**src/rtl/counter_8b.sv**
```systemverilog
// counter_8b: WIDTH-bit synchronous up-counter built from a rippled chain of toggle stages.
// Latency: one clk edge from T sampled high to the increment on Q; clr clears on the next edge.
// Backpressure: none; T is a plain count enable and the counter never stalls its source.
//
// Ports:
//   T   in   1      count enable (toggle enable of stage 0), active-high
//   clk in   1      rising-edge clock
//   clr in   1      synchronous active-high clear; overrides T
//   Q   out  WIDTH  current count, straight from the stage flops
//   tc  out  1      terminal count (only when COUNTER_8B_TC_EN is defined):
//                   high when Q is all ones, T = 1 and clr = 0, so the next
//                   edge wraps; usable as the T of a following cascaded counter
//
// Build option: define COUNTER_8B_TC_EN to add the tc output.

module counter_8b #(
  parameter int WIDTH = 8
) (
  input  logic             T,
  input  logic             clk,
  input  logic             clr,
`ifdef COUNTER_8B_TC_EN
  output logic [WIDTH-1:0] Q,
  output logic             tc
`else
  output logic [WIDTH-1:0] Q
`endif
);

  // Stage flops and their next state.
  logic [WIDTH-1:0] q_q;
  logic [WIDTH-1:0] q_d;

  // Per-stage toggle enable. Stage i toggles only when every lower stage is 1
  // and counting is enabled, which yields binary increment without an adder.
  logic [WIDTH-1:0] tog_en;

  // Rippled AND chain: each stage's enable is built from the one below it.
  always_comb begin
    tog_en[0] = T;
    for (int i = 1; i < WIDTH; i++) begin
      tog_en[i] = tog_en[i-1] & q_q[i-1];
    end
  end

  // A T stage flips when its enable is high and holds otherwise.
  always_comb begin
    q_d = q_q ^ tog_en;
  end

  // Clear has priority over counting, so clr at all-ones gives 0 and no wrap artefact.
  always_ff @(posedge clk) begin
    if (clr) begin
      q_q <= '0;
    end else begin
      q_q <= q_d;
    end
  end

  assign Q = q_q;

`ifdef COUNTER_8B_TC_EN
  // The top stage's enable ANDed with its own bit is exactly "all ones and T".
  // Gating with clr keeps tc low on an edge that will clear instead of wrap.
  assign tc = tog_en[WIDTH-1] & q_q[WIDTH-1] & ~clr;
`endif

endmodule

```
**config.mk**
```make
export PLATFORM = sky130hd
export DESIGN_NAME = counter_8b
export DESIGN_NICKNAME = d
export VERILOG_FILES = /design/src/rtl/counter_8b.sv
export SDC_FILE = /design/constraint.sdc
export NUM_CORES = 1
export LEC_CHECK = 0
export ABC_AREA = 1
export CAP_MARGIN = 20
export CORE_AREA = 5 5 42 44
export DETAILED_ROUTE_END_ITERATION = 16
export DIE_AREA = 0 0 47 49
export GPL_TIMING_DRIVEN = 0
export SKIP_CTS_REPAIR_TIMING = 1
export SLEW_MARGIN = 40
export SYNTH_ARGS = -nofsm -noshare
export SYNTH_HDL_FRONTEND = slang
export SYNTH_SLANG_ARGS = --single-unit
```
**constraint.sdc**
```tcl
create_clock -name clk -period 1.98 [get_ports clk]
set_input_delay 0.297 -clock clk [delete_from_list [all_inputs] [get_ports clk]]
set_output_delay 0.297 -clock clk [all_outputs]
set_load 0.01 [all_outputs]
```
[Word level (Yosys, flattened, before mapping)]
Index checks and enable logic that the tools add are counted.
Storage, ports and cells
  bits of input ports: 3
  bits in writable memories: 0
  register bits after elaboration: 8
  memory bits (read-only): 0
  latch bits: 0
  memories kept: 0
  output and inout bits: 8
Operators by class
  div/mod/pow operators: 0
  bitwise operators: 8
  $mul: 0
  eq/ne operators: 0
  $lt $le $gt $ge: 0
  reduce and logical (&&, ||, !) cells: 0
  mux-type cells: 0
  shift-type cells: 0
  $add $sub $neg: 0
Operators by type and width (number)
  bitwise XOR 8 bit: 1
  AND 1 bit: 7

[Logic depth before layout (Yosys ltp)]
  word-level depth: 8
  depth in mapped cells: 10

[Worst setup path before layout]
OpenSTA, ideal clock, no wires.
  kind: reg2reg
  start: reg q_q[0], in the netlist Q[0]
  end: reg q_q[7], in the netlist Q[7]
  stages on the path, launching flop included: 10
  period minus slack after synthesis: 1.833 ns
  arrival: 1.719 ns
  required time: 1.866 ns
  setup slack: 0.147 ns
  buffers on the path: 0
  library setup time: 0.114 ns
  cell sequence: dfxtp_1 -> ha_1 -> ha_1 -> ha_1 -> ha_1 -> ha_1 -> ha_1 -> ha_1 -> nor2_1 -> nor2_2
Between the ends
  cells in the longest elaborated chain, start to end: 8
RTL lines
  start: declaration: line 31  | logic [WIDTH-1:0] q_q;
  start signal: assignment: line 56  | q_q <= q_d;
  AND 1 bit (7 in a row): line 42  | tog_en[i] = tog_en[i-1] & q_q[i-1];
  bitwise XOR 8 bit: line 48  | q_d = q_q ^ tog_en;
No other way between the ends.
A chain may end at the register's enable or synchronous reset.

[Worst setup path in the final report]
  start: in T
  end: reg q_q[6], in the netlist Q[6]
Between the ends
  cells in the longest elaborated chain, start to end: 7
RTL lines
  start: declaration: line 19  | input logic T,
  AND 1 bit (6 in a row): line 42
  bitwise XOR 8 bit: line 48
  named net q_d[6]: line 32  | logic [WIDTH-1:0] q_d;
The timed path passes the listed nets, and every way through them passes these cells.

==> results.py <==
metrics = {
    "status": {
        "status": "completed",
    },
    "clocking": {
        "clk_latency_ns": 0.25,
        "numClockSinks": 8,
        "clock-root-buffer": "clkbuf_4",
        "tritoncts": "done",
        "htreeDepth": 1,
        "numCtsBuffers": 3,
        "clk_pin_slew_ns": 0.05,
        "clock_path_buffers": 2,
    },
    "synth": {
        "yosys.area_share.adder_pct": 26.1,
        "synth-simple-area-share_pct": 13.8,
        "synth.top_cell.area_share_pct": 47.8,
        "synth_xor_area_share_pct": 0,
        "synth_seq_area_share_pct": 47.8,
        "synth_largest_area_cell": "dfxtp_1",
        "synthesis.nets": 45,
        "synth.avg_cell_area_um2": 9.58,
        "synth_seq_cells": 8,
        "synthTopCellsByArea": "dfxtp_1 (48%), ha_1 (26%), nor2_1 (9.0%)",
        "netlist_instances": 35,
        "netlist_area_um2": 335,
        "synth.distinct_cells": 9,
        "synth_top_family_by_area": "adder cells",
        "synth.mux.area_fraction_pct": 0,
        "yosys_warnings": 0,
        "synth_compound_area_share_pct": 0,
    },
    "power_and_ir_drop": {
        "p_leak_nw": 0.206,
        "p_total_mw": 0.315,
        "pwr-share-comb_pct": 8.5,
        "p_clk_share_pct": 38.1,
        "ir_worst_vdd_v": 0.000269,
        "switching_power_mw": 0.0646,
        "power_density_nw_per_um2": 648,
        "seq_power_share_pct": 53.4,
        "p_int_mw": 0.250,
        "swShare_pct": 20.5,
    },
    "die": {
        "die_w_um": 47,
        "row_count": 14,
        "design.die.area_um2": 2300,
        "fp.dieH_um": 49,
        "start_util_pct": 23.9,
        "placeableCoreArea_um2": 1400,
        "ioPinCount": 11,
    },
    "global_routing": {
        "grt_usage_pct": 5.44,
        "first_global_vias": 172,
        "grt.overflow.total": 0,
        "grt_max_degree": 9,
        "grt_pass1_wl_um": 752,
        "antenna_found_initial": 0,
    },
    "critical_path": {
        "r2r-end": "Q[6]",
        "cp.required_ns": 2.17,
        "crit_path_end": "Q[6]",
        "path_cells": "clkdlybuf4s50_1 -> ha_2 -> ha_2 -> ha_2 -> ha_2 -> ha_2 -> ha_2 -> ha_2 -> inv_1 -> nor2_1",
        "r2r_setup_slack_ns": 0.22,
        "r2r-start": "Q[0]",
        "cp_common_cell": "ha_2",
        "critPathLaunchType": "primary input",
        "reg2reg_depth": 9,
        "cp-startpoint": "T",
        "critPathMaxFanout": 1,
        "crit_arrival_ns": 2.10,
        "endpoint_kind": "flip-flop",
        "path_class": "in2reg",
        "max_stage_delay_ns": 0.41,
        "critPathSlowestCell": "clkdlybuf4s50_1",
    },
    "placement": {
        "gp_congestion": 0.600,
        "dp.final_hpwl_um": 373,
        "place.port_buffers": 9,
    },
    "timing": {
        "timing.final.crit_share_pct": 96.6,
        "timing.hold.ws_ns": 0.235,
        "slew_headroom_pct": 91.8,
        "skew_ns": 0.000515,
        "rsz0062_at_grt": "no",
        "period_needed_ns": 1.91,
        "finalSetupViolations": 0,
        "fmax_ghz": 0.523,
        "setup_tns_ns": 0,
        "hold_viol": 0,
        "worst_slew_pin_slew_ns": 0.123,
        "slew_viol_final": 0,
    },
    "detailed_routing": {
        "wl_per_cell_um": 7.49,
        "via_per_inst": 3.59,
        "via_count": 226,
        "drt_iter0_markers": 1,
        "totalWireLength_um": 472,
        "firstDrtPassIters": 2,
        "drtAntennaViolNets": 0,
        "drc": 0,
    },
    "final_layout": {
        "largest_reg_flops": 8,
        "diodes": 0,
        "fillerInstances": 164,
        "final_nets": 59,
        "area_delta_synth_final_pct": 44.8,
        "post-route-util_pct": 34.6,
        "drive_above_1_share_pct": 29.8,
    },
    "run": {
        "max-cap-violations": 0,
    },
    "min_path": {
        "worstHoldPathType": "in2reg",
    },
}
## cell families after synthesis
group	after synthesis
buffers and inverters	9
AND/OR/NAND/NOR	11
adder cells (fa/ha/maj)	7
flip-flops	8
## power by group through the flow
| stage | sequential [mW] | clock (mW) | combinational, mW |
|---|---|---|---|
| finish | 0.168 | 0.120 | 0.0267 |
| global route | 0.168 | 0.148 | 0.0297 |
| CTS | 0.168 | 0.131 | 0.0269 |
| detailed placement | 0.171 | 0 | 0.0268 |
| global placement | 0.171 | 0 | 0.0268 |
| floorplan | 0.173 | 0 | 0.0123 |
## cell usage after synthesis
cell	number
nor2_1	8
dfxtp_1	8
nor2_2	1
nand2_2	1
buf_6	1
ha_1	7
nand2_1	1
inv_2	1
inv_1	7
## layer usage
layer  wire length (um)  vias to the layer above  share of wire, %  global-route usage, %
met5                  0                        -                 0                      0
met4                  0                        0                 0                   5.53
met3                 44                        0               9.3                   6.64
met2                227                        6                48                   5.20
met1                200                       92                42                   5.33
li1                   -                      128                 -                      -
## worst max-delay path: cells and delay by family
kind | cells | cell delay, ns
fa+ha+maj | 7 | 1.27
buf+inv | 2 | 0.44
simple gates | 1 | 0.08
## layout make-up
cell class	count	area [um2]	area share, %
clock buffer	3	22.5	4.64
sequential	8	160	33.0
multi-input combinational	18	151	31.2
timing repair buffer	9	90.1	18.6
tap	16	20.0	4.12
inverter	8	30.0	6.19
buffer	1	11.3	2.32
## metrics by stage
| step | instances | worst slack (ns) | instance area (um2) |
|---|---|---|---|
| after floorplan | 35 | 0.147 | 335 |
| after global placement | 60 | -0.295 | 445 |
| after detailed placement | 60 | -0.293 | 445 |
| after CTS | 63 | -0.0319 | 468 |
| after global routing | 63 | 0.00564 | 485 |
| final | 63 | 0.0676 | 485 |
## how the worst min path moves through the flow
stage	slack, ns	start	endpoint	cells past startpoint
after floorplan	0.48	clr	Q[0]	2
after global placement	0.50	Q[7]	Q[7]	2
after detailed placement	0.50	clr	Q[1]	2
after CTS	0.22	clr	Q[1]	2
after global routing	0.21	clr	Q[1]	2
final	0.23	clr	Q[6]	2
## cells in the final DEF (no fill, tap or decap)
cell type | synthesis | final
clkdlybuf4s50_1 | 0 | 9
dfxtp_1 | 8 | 8
nor2_1 | 8 | 8
inv_1 | 7 | 7
ha_2 | 0 | 7
clkbuf_4 | 0 | 3
buf_6 | 1 | 1
nand2_1 | 1 | 1
inv_2 | 1 | 1
nand2_2 | 1 | 1
nor2_2 | 1 | 1
Power figures use the tool's default switching activity.
